===== src/rtl/wbh_boot_req_ctrl_pkg.sv =====
// wbh_boot_pkg: shared types and constants for the wbh boot request controller
// Contents: FSM state enum, reboot cause codes, default keys, register addresses.
package wbh_boot_pkg;
    typedef enum logic [1:0] {IDLE, REQ, WAIT_REL} state_t;
    localparam logic [1:0] CAUSE_NONE = 2'b00;
    localparam logic [1:0] CAUSE_SW = 2'b01;
    localparam logic [1:0] CAUSE_WD = 2'b10;
    localparam logic [15:0] BOOT_KEY_DEF = 16'hA5C3;
    localparam logic [15:0] KICK_KEY_DEF = 16'h5A5A;
    localparam logic [1:0] A_CTRL = 2'd0;
    localparam logic [1:0] A_LOAD = 2'd1;
    localparam logic [1:0] A_KICK = 2'd2;
    localparam logic [1:0] A_STATUS = 2'd3;
endpackage


===== src/rtl/wbh_boot_req_ctrl_if.sv =====
// wbh_boot_req_ctrl_if: register bus between wb_host and the boot request controller
// Signals: reg_cs (held until ack), reg_wr, reg_addr[1:0], reg_be[3:0], reg_wdata[31:0] from master;
//          reg_rdata[31:0] and one-cycle reg_ack from slave.
interface wbh_boot_req_ctrl_if;
    logic        reg_cs;
    logic        reg_wr;
    logic [1:0]  reg_addr;
    logic [3:0]  reg_be;
    logic [31:0] reg_wdata;
    logic [31:0] reg_rdata;
    logic        reg_ack;
    modport master (output reg_cs, reg_wr, reg_addr, reg_be, reg_wdata, input reg_rdata, reg_ack);
    modport slave (input reg_cs, reg_wr, reg_addr, reg_be, reg_wdata, output reg_rdata, reg_ack);
endinterface


===== src/rtl/wbh_boot_req_ctrl_wdog_cnt.sv =====
// wbh_wdog_cnt: watchdog down-counter with reload, expiry and early-warning flags
// Ports: clk, e_reset_n (async active-low), en (watchdog enabled), hold (force reload),
//        load[W-1:0] (reload value), expire (enabled and count at zero), warn (enabled and count <= load/4).
module wbh_wdog_cnt #(
    parameter int W = 24
) (
    input  logic         clk,
    input  logic         e_reset_n,
    input  logic         en,
    input  logic         hold,
    input  logic [W-1:0] load,
    output logic         expire,
    output logic         warn
);
    logic [W-1:0] cnt;
    always_ff @(posedge clk or negedge e_reset_n) begin
        if (!e_reset_n)
            cnt <= '0;
        else if (!en || hold)
            cnt <= load;
        else if (cnt != '0)
            cnt <= cnt - W'(1);
    end
    assign expire = en & (cnt == '0);
    assign warn = en & (cnt <= (load >> 2));
endmodule


===== src/rtl/wbh_boot_req_ctrl.sv =====
// wbh_boot_req_ctrl: raises soft_boot_req from a keyed SW request or watchdog expiry
// Ports: clk, e_reset_n (async active-low), s_reset_n (soft reset from reset FSM),
//        bus (register slave: CTRL/WD_LOAD/KICK/STATUS), soft_boot_req (held level), wd_warn.
module wbh_boot_req_ctrl
    import wbh_boot_pkg::*;
#(
    parameter int          WD_WIDTH = 24,
    parameter logic [15:0] BOOT_KEY = BOOT_KEY_DEF,
    parameter logic [15:0] KICK_KEY = KICK_KEY_DEF
) (
    input  logic                clk,
    input  logic                e_reset_n,
    input  logic                s_reset_n,
    wbh_boot_req_ctrl_if.slave  bus,
    output logic                soft_boot_req,
    output logic                wd_warn
);
    state_t              state;
    logic                wd_en, wd_lock, busy, wd_exp, wd_fire;
    logic                acc, wr_stb, ctrl_wr, load_wr, kick, stat_wr, sw_req;
    logic [WD_WIDTH-1:0] load, be_m;
    logic [1:0]          cause;
    logic [7:0]          rb_cnt;
    logic [31:0]         rd_mux;
    always_comb begin
        acc = bus.reg_cs & ~bus.reg_ack;
        wr_stb = acc & bus.reg_wr;
        ctrl_wr = wr_stb & (bus.reg_addr == A_CTRL);
        load_wr = wr_stb & (bus.reg_addr == A_LOAD);
        stat_wr = wr_stb & (bus.reg_addr == A_STATUS);
        kick = wr_stb & (bus.reg_addr == A_KICK) & (&bus.reg_be) & (bus.reg_wdata[15:0] == KICK_KEY);
        // keyed request needs every byte lane so the key itself is fully written
        sw_req = ctrl_wr & (&bus.reg_be) & bus.reg_wdata[2] & (bus.reg_wdata[31:16] == BOOT_KEY);
        busy = state != IDLE;
        // a kick landing on the expiry cycle reloads instead of firing
        wd_fire = wd_exp & ~busy & ~kick;
        be_m = WD_WIDTH'({{8{bus.reg_be[3]}}, {8{bus.reg_be[2]}}, {8{bus.reg_be[1]}}, {8{bus.reg_be[0]}}});
        rd_mux = bus.reg_addr == A_CTRL   ? {29'h0, busy, wd_lock, wd_en} :
                 bus.reg_addr == A_LOAD   ? 32'(load) :
                 bus.reg_addr == A_STATUS ? {16'h0, rb_cnt, 5'h0, busy, cause} : 32'h0;
    end
    wbh_wdog_cnt #(.W(WD_WIDTH)) u_wdog (
        .clk       (clk),
        .e_reset_n (e_reset_n),
        .en        (wd_en),
        .hold      (~s_reset_n | busy | kick),
        .load      (load),
        .expire    (wd_exp),
        .warn      (wd_warn)
    );
    always_ff @(posedge clk or negedge e_reset_n) begin
        if (!e_reset_n) begin
            bus.reg_ack <= 1'b0;
            bus.reg_rdata <= '0;
            wd_en <= 1'b0;
            wd_lock <= 1'b0;
            load <= '0;
        end else begin
            bus.reg_ack <= acc;
            if (acc && !bus.reg_wr)
                bus.reg_rdata <= rd_mux;
            if (ctrl_wr && bus.reg_be[0] && !wd_lock)
                wd_en <= bus.reg_wdata[0];
            if (ctrl_wr && bus.reg_be[0] && bus.reg_wdata[1])
                wd_lock <= 1'b1;
            if (load_wr && !wd_lock)
                load <= (load & ~be_m) | (WD_WIDTH'(bus.reg_wdata) & be_m);
        end
    end
    // cause and rb_cnt only clear on e_reset_n or a STATUS write, so they survive soft resets
    always_ff @(posedge clk or negedge e_reset_n) begin
        if (!e_reset_n) begin
            state <= IDLE;
            soft_boot_req <= 1'b0;
            cause <= CAUSE_NONE;
            rb_cnt <= '0;
        end else begin
            if (stat_wr) begin
                cause <= CAUSE_NONE;
                rb_cnt <= '0;
            end
            unique case (state)
                IDLE: if (sw_req || wd_fire) begin
                    soft_boot_req <= 1'b1;
                    cause <= sw_req ? CAUSE_SW : CAUSE_WD;
                    rb_cnt <= rb_cnt + {7'h0, rb_cnt != 8'hFF};
                    state <= REQ;
                end
                REQ: if (!s_reset_n) begin
                    soft_boot_req <= 1'b0;
                    state <= WAIT_REL;
                end
                WAIT_REL: if (s_reset_n) state <= IDLE;
                default: state <= IDLE;
            endcase
        end
    end
endmodule


===== src/flat_wrapper.sv =====
// flat-port wrapper written by rule: the top's interface ports become plain ports
module wbh_boot_req_ctrl_flat import wbh_boot_pkg::*;
#(
    parameter int          WD_WIDTH = 24,
    parameter logic [15:0] BOOT_KEY = BOOT_KEY_DEF,
    parameter logic [15:0] KICK_KEY = KICK_KEY_DEF
)
  (clk, e_reset_n, s_reset_n, soft_boot_req, wd_warn, bus_reg_cs, bus_reg_wr, bus_reg_addr, bus_reg_be, bus_reg_wdata, bus_reg_rdata, bus_reg_ack);
  wbh_boot_req_ctrl_if bus_i ();
  input  logic clk;
  input  logic e_reset_n;
  input  logic s_reset_n;
  output logic soft_boot_req;
  output logic wd_warn;
  input wire logic [$bits(bus_i.reg_cs)-1:0] bus_reg_cs;
  input wire logic [$bits(bus_i.reg_wr)-1:0] bus_reg_wr;
  input wire logic [$bits(bus_i.reg_addr)-1:0] bus_reg_addr;
  input wire logic [$bits(bus_i.reg_be)-1:0] bus_reg_be;
  input wire logic [$bits(bus_i.reg_wdata)-1:0] bus_reg_wdata;
  output wire logic [$bits(bus_i.reg_rdata)-1:0] bus_reg_rdata;
  output wire logic [$bits(bus_i.reg_ack)-1:0] bus_reg_ack;
  assign bus_i.reg_cs = bus_reg_cs;
  assign bus_i.reg_wr = bus_reg_wr;
  assign bus_i.reg_addr = bus_reg_addr;
  assign bus_i.reg_be = bus_reg_be;
  assign bus_i.reg_wdata = bus_reg_wdata;
  assign bus_reg_rdata = bus_i.reg_rdata;
  assign bus_reg_ack = bus_i.reg_ack;
  wbh_boot_req_ctrl #(.WD_WIDTH(WD_WIDTH), .BOOT_KEY(BOOT_KEY), .KICK_KEY(KICK_KEY)) u_core (.clk(clk), .e_reset_n(e_reset_n), .s_reset_n(s_reset_n), .bus(bus_i), .soft_boot_req(soft_boot_req), .wd_warn(wd_warn));
endmodule

===== config.mk =====
export PLATFORM = sky130hd
export DESIGN_NAME = wbh_boot_req_ctrl_flat
export DESIGN_NICKNAME = d
export VERILOG_FILES = /design/src/rtl/wbh_boot_req_ctrl_pkg.sv /design/src/rtl/wbh_boot_req_ctrl_if.sv /design/src/rtl/wbh_boot_req_ctrl_wdog_cnt.sv /design/src/rtl/wbh_boot_req_ctrl.sv /design/src/flat_wrapper.sv
export SDC_FILE = /design/constraint.sdc
export NUM_CORES = 1
export LEC_CHECK = 0
export ABC_CLOCK_PERIOD_IN_PS = 3400
export BUFFER_PORTS_ARGS = -buffer_cell sky130_fd_sc_hd__buf_2
export CORE_ASPECT_RATIO = 2
export CORE_MARGIN = 8
export CORE_UTILIZATION = 57
export CTS_CLUSTER_DIAMETER = 30
export CTS_CLUSTER_SIZE = 14
export DETAILED_ROUTE_END_ITERATION = 8
export PLACE_DENSITY = 0.79
export SLEW_MARGIN = 5
export SYNTH_ARGS = -nofsm -noshare
export SYNTH_HDL_FRONTEND = slang
export SYNTH_SLANG_ARGS = --single-unit

===== constraint.sdc =====
create_clock -name clk -period 3.4 [get_ports clk]
set_input_delay 0.85 -clock clk [delete_from_list [all_inputs] [get_ports clk]]
set_output_delay 0.85 -clock clk [all_outputs]
set_load 0.05 [all_outputs]

==> impl_metrics.toml <==
[run_status]
status = "finished clean"

[placement]
preCtsSetupSlack_ns = 0.3733
dp_hpwl_um = 9901
portBuffers = 69
dp_cells = 676
gp_congestion = 0.9002
dpl-instance-area_um2 = 5378

[power]
power_leakage_nw = 2.709
ir_worst_vdd_mv = 0.5004
power_density_nw_per_um2 = 640.3
power_mw = 3.663

[synthesis]
ys_ff_latch = 88
async_reset_ff_frac = 1.000
syn_area_um2 = 4890
avgSynthCellArea_um2 = 9.550
synth_commonest_cells = "dfrtp_1, nand2_1, o21ai_0, nor2_1, ha_1"
yosysMostFrequentCell = "dfrtp_1"
synth_area_leaders = "dfrtp_1, ha_1, nand2_1"
ys.flop_type = "dfrtp_1"
yosys.area.top_type = "dfrtp_1"
ys_warn_count = 0
synth_cells = 512
synth-edff-count = 0
synth_top_area_frac = 0.4504
yosysUniqueCellTypes = 57
ys_seq_area_frac = 0.4504

[routing]
drtPass1Iterations = 6
drc = 0
vias_per_cell = 6.042
drt-total-wl_um = 13120
postRouteAntennaNets = 0
vias = 4217
drt_iter0_markers = 325
wl_per_cell_um = 18.79

[clock_tree]
clkLatencyLatePin_ns = 0.35
clk_path_buf_depth = 2
numCtsBuffers = 9
cts.clk_slew.worst_paths_ns = 0.07
holdBufCountCts = 0
cts_root_buffer = "clkbuf_16"
cts_tree = "built"
ctsHtreeMaxLevel = 3
clock_sinks = 88

[global_routing]
grt_pass1_wl_um = 21510
overflow = 0
antenna_found_initial = 0
grt_pass1_vias = 4223
grt_max_degree = 55
track_usage = 0.2296

[floorplanning]
core_um2 = 8468
dieWidth_um = 81.49
boundaryPins = 78
die_h_um = 147.0
start_util = 0.5774
fp.dieArea_um2 = 11980
rows = 48

[layout]
nets = 662
instances_no_fill = 698
drive_gt1_frac = 0.2475
antennaDiodeCount = 0
utilization = 0.6755
final.fill_count = 692
layout-area-overhead-vs-synth_pct = 16.99
final_area_um2 = 5720

[hold_path]
hold_depth = 1
hp-class = "register to register"
min_from = "u_core.bus.reg_ack"

[critical_path]
timing.rr.start = "u_core.u_wdog.cnt[16]"
crit_path_start = "u_core.u_wdog.cnt[18]"
critPathCaptureType = "output port"
worst-path-max-fanout = 4
crit_required_ns = 2.55
reg2reg_depth = 6
start_kind = "register"
critPathArrivalTime_ns = 2.45
critPathKind = "register to output port"

[sta]
period_minus_slack_ns = 3.296
timing.final.crit_share = 0.9693
worst_pin_slew_ns = 0.7458
timing.setup.tns_ns = 0
final.setup.worst_slack_ns = 0.1044
slew_viol_final = 0
setup_violations = 0
slew_headroom = 0.4982
worst_hold_slack_ns = 0.4755
fin_worst_skew_ns = 0.009891
finalHoldViolCount = 0
max_freq_mhz = 303.4
rsz0062_at_grt = "false"

[job]
cap_violations = 0
[placed cells by master (no fill, tap or decap), types with 3 or more instances in the layout]
cell type / n
a211oi_1: 6
a21o_2: 4
a21oi_1: 25
a22o_1: 8
a31oi_1: 5
buf_2: 67
buf_4: 21
clkbuf_16: 9
conb_1: 8
dfrtp_1: 87
ha_1: 26
inv_1: 25
mux2_2: 25
mux2i_1: 11
nand2_1: 77
nand2b_1: 5
nand3_1: 11
nand3b_1: 5
nand4_1: 8
nor2_1: 28
nor2b_1: 4
nor3_1: 15
nor4_1: 11
o21a_1: 5
o21ai_0: 39
or2_2: 4
or3_1: 4
or4_4: 3
xnor2_1: 6
xor2_1: 4
[critical path, stage by stage, from the launching register on]
cell,delay (ns)
dfrtp_1,0.43
ha_1,0.34
nand4_1,0.14
or4_4,0.54
nor3_4,0.20
o31ai_1,0.09
nand4_1,0.10
a21boi_2,0.07
buf_4,0.19
[area by class of cell]
class	count	area (µm²)	area share
Sequential cell	88	2203	0.3852
Clock inverter	4	28.78	0.005031
Timing Repair Buffer	89	513.0	0.08968
Multi-Input combinational cell	380	2510	0.4388
Tap cell	100	125.1	0.02187
Clock buffer	12	246.5	0.04309
Inverter	25	93.84	0.01640
[timing repair]
action,4_1_cts,5_1_grt
resized for setup,1,5
endpoints found under the setup margin,1,1
buffers inserted,0,6
[kinds of logic after synthesis]
group,Yosys count,synth area share
adders and majority gates,26,0.06653
buffers and inverters,51,0.04555
other,1,0.0007669
muxes,36,0.08009
DFF,88,0.4504
xor gates and xnor gates,10,0.01791
and+or+nand+nor,189,0.1947
AOI/OAI and AO/OA,111,0.1441
[final timing paths]
path / to / slack (ns)
worst max-delay path: wd_warn / 0.10
worst min-delay path: u_core.bus.reg_ack / 0.48
worst max register to register: u_core.rb_cnt[6] / 0.64
worst min register to register: u_core.bus.reg_ack / 0.48
max in group asynchronous: u_core.bus.reg_rdata[9] / 2.20
min in group asynchronous: u_core.bus.reg_rdata[21] / 0.54
[metal layers]
layer,GRT usage,part of all wire,vias up
met2,0.3484,0.48,189
met3,0.04651,0.078,38
met1,0.2976,0.40,2010
met5,0,0,-
li1,-,-,1980
met4,0.1162,0.041,0
[where the power goes]
group / total [mW] / internal [mW] / switching, mW
sequential: 1.49 / 1.25 / 0.234
clock: 0.927 / 0.517 / 0.410
combinational: 1.25 / 0.490 / 0.757
(Power assumes the default switching activity.)
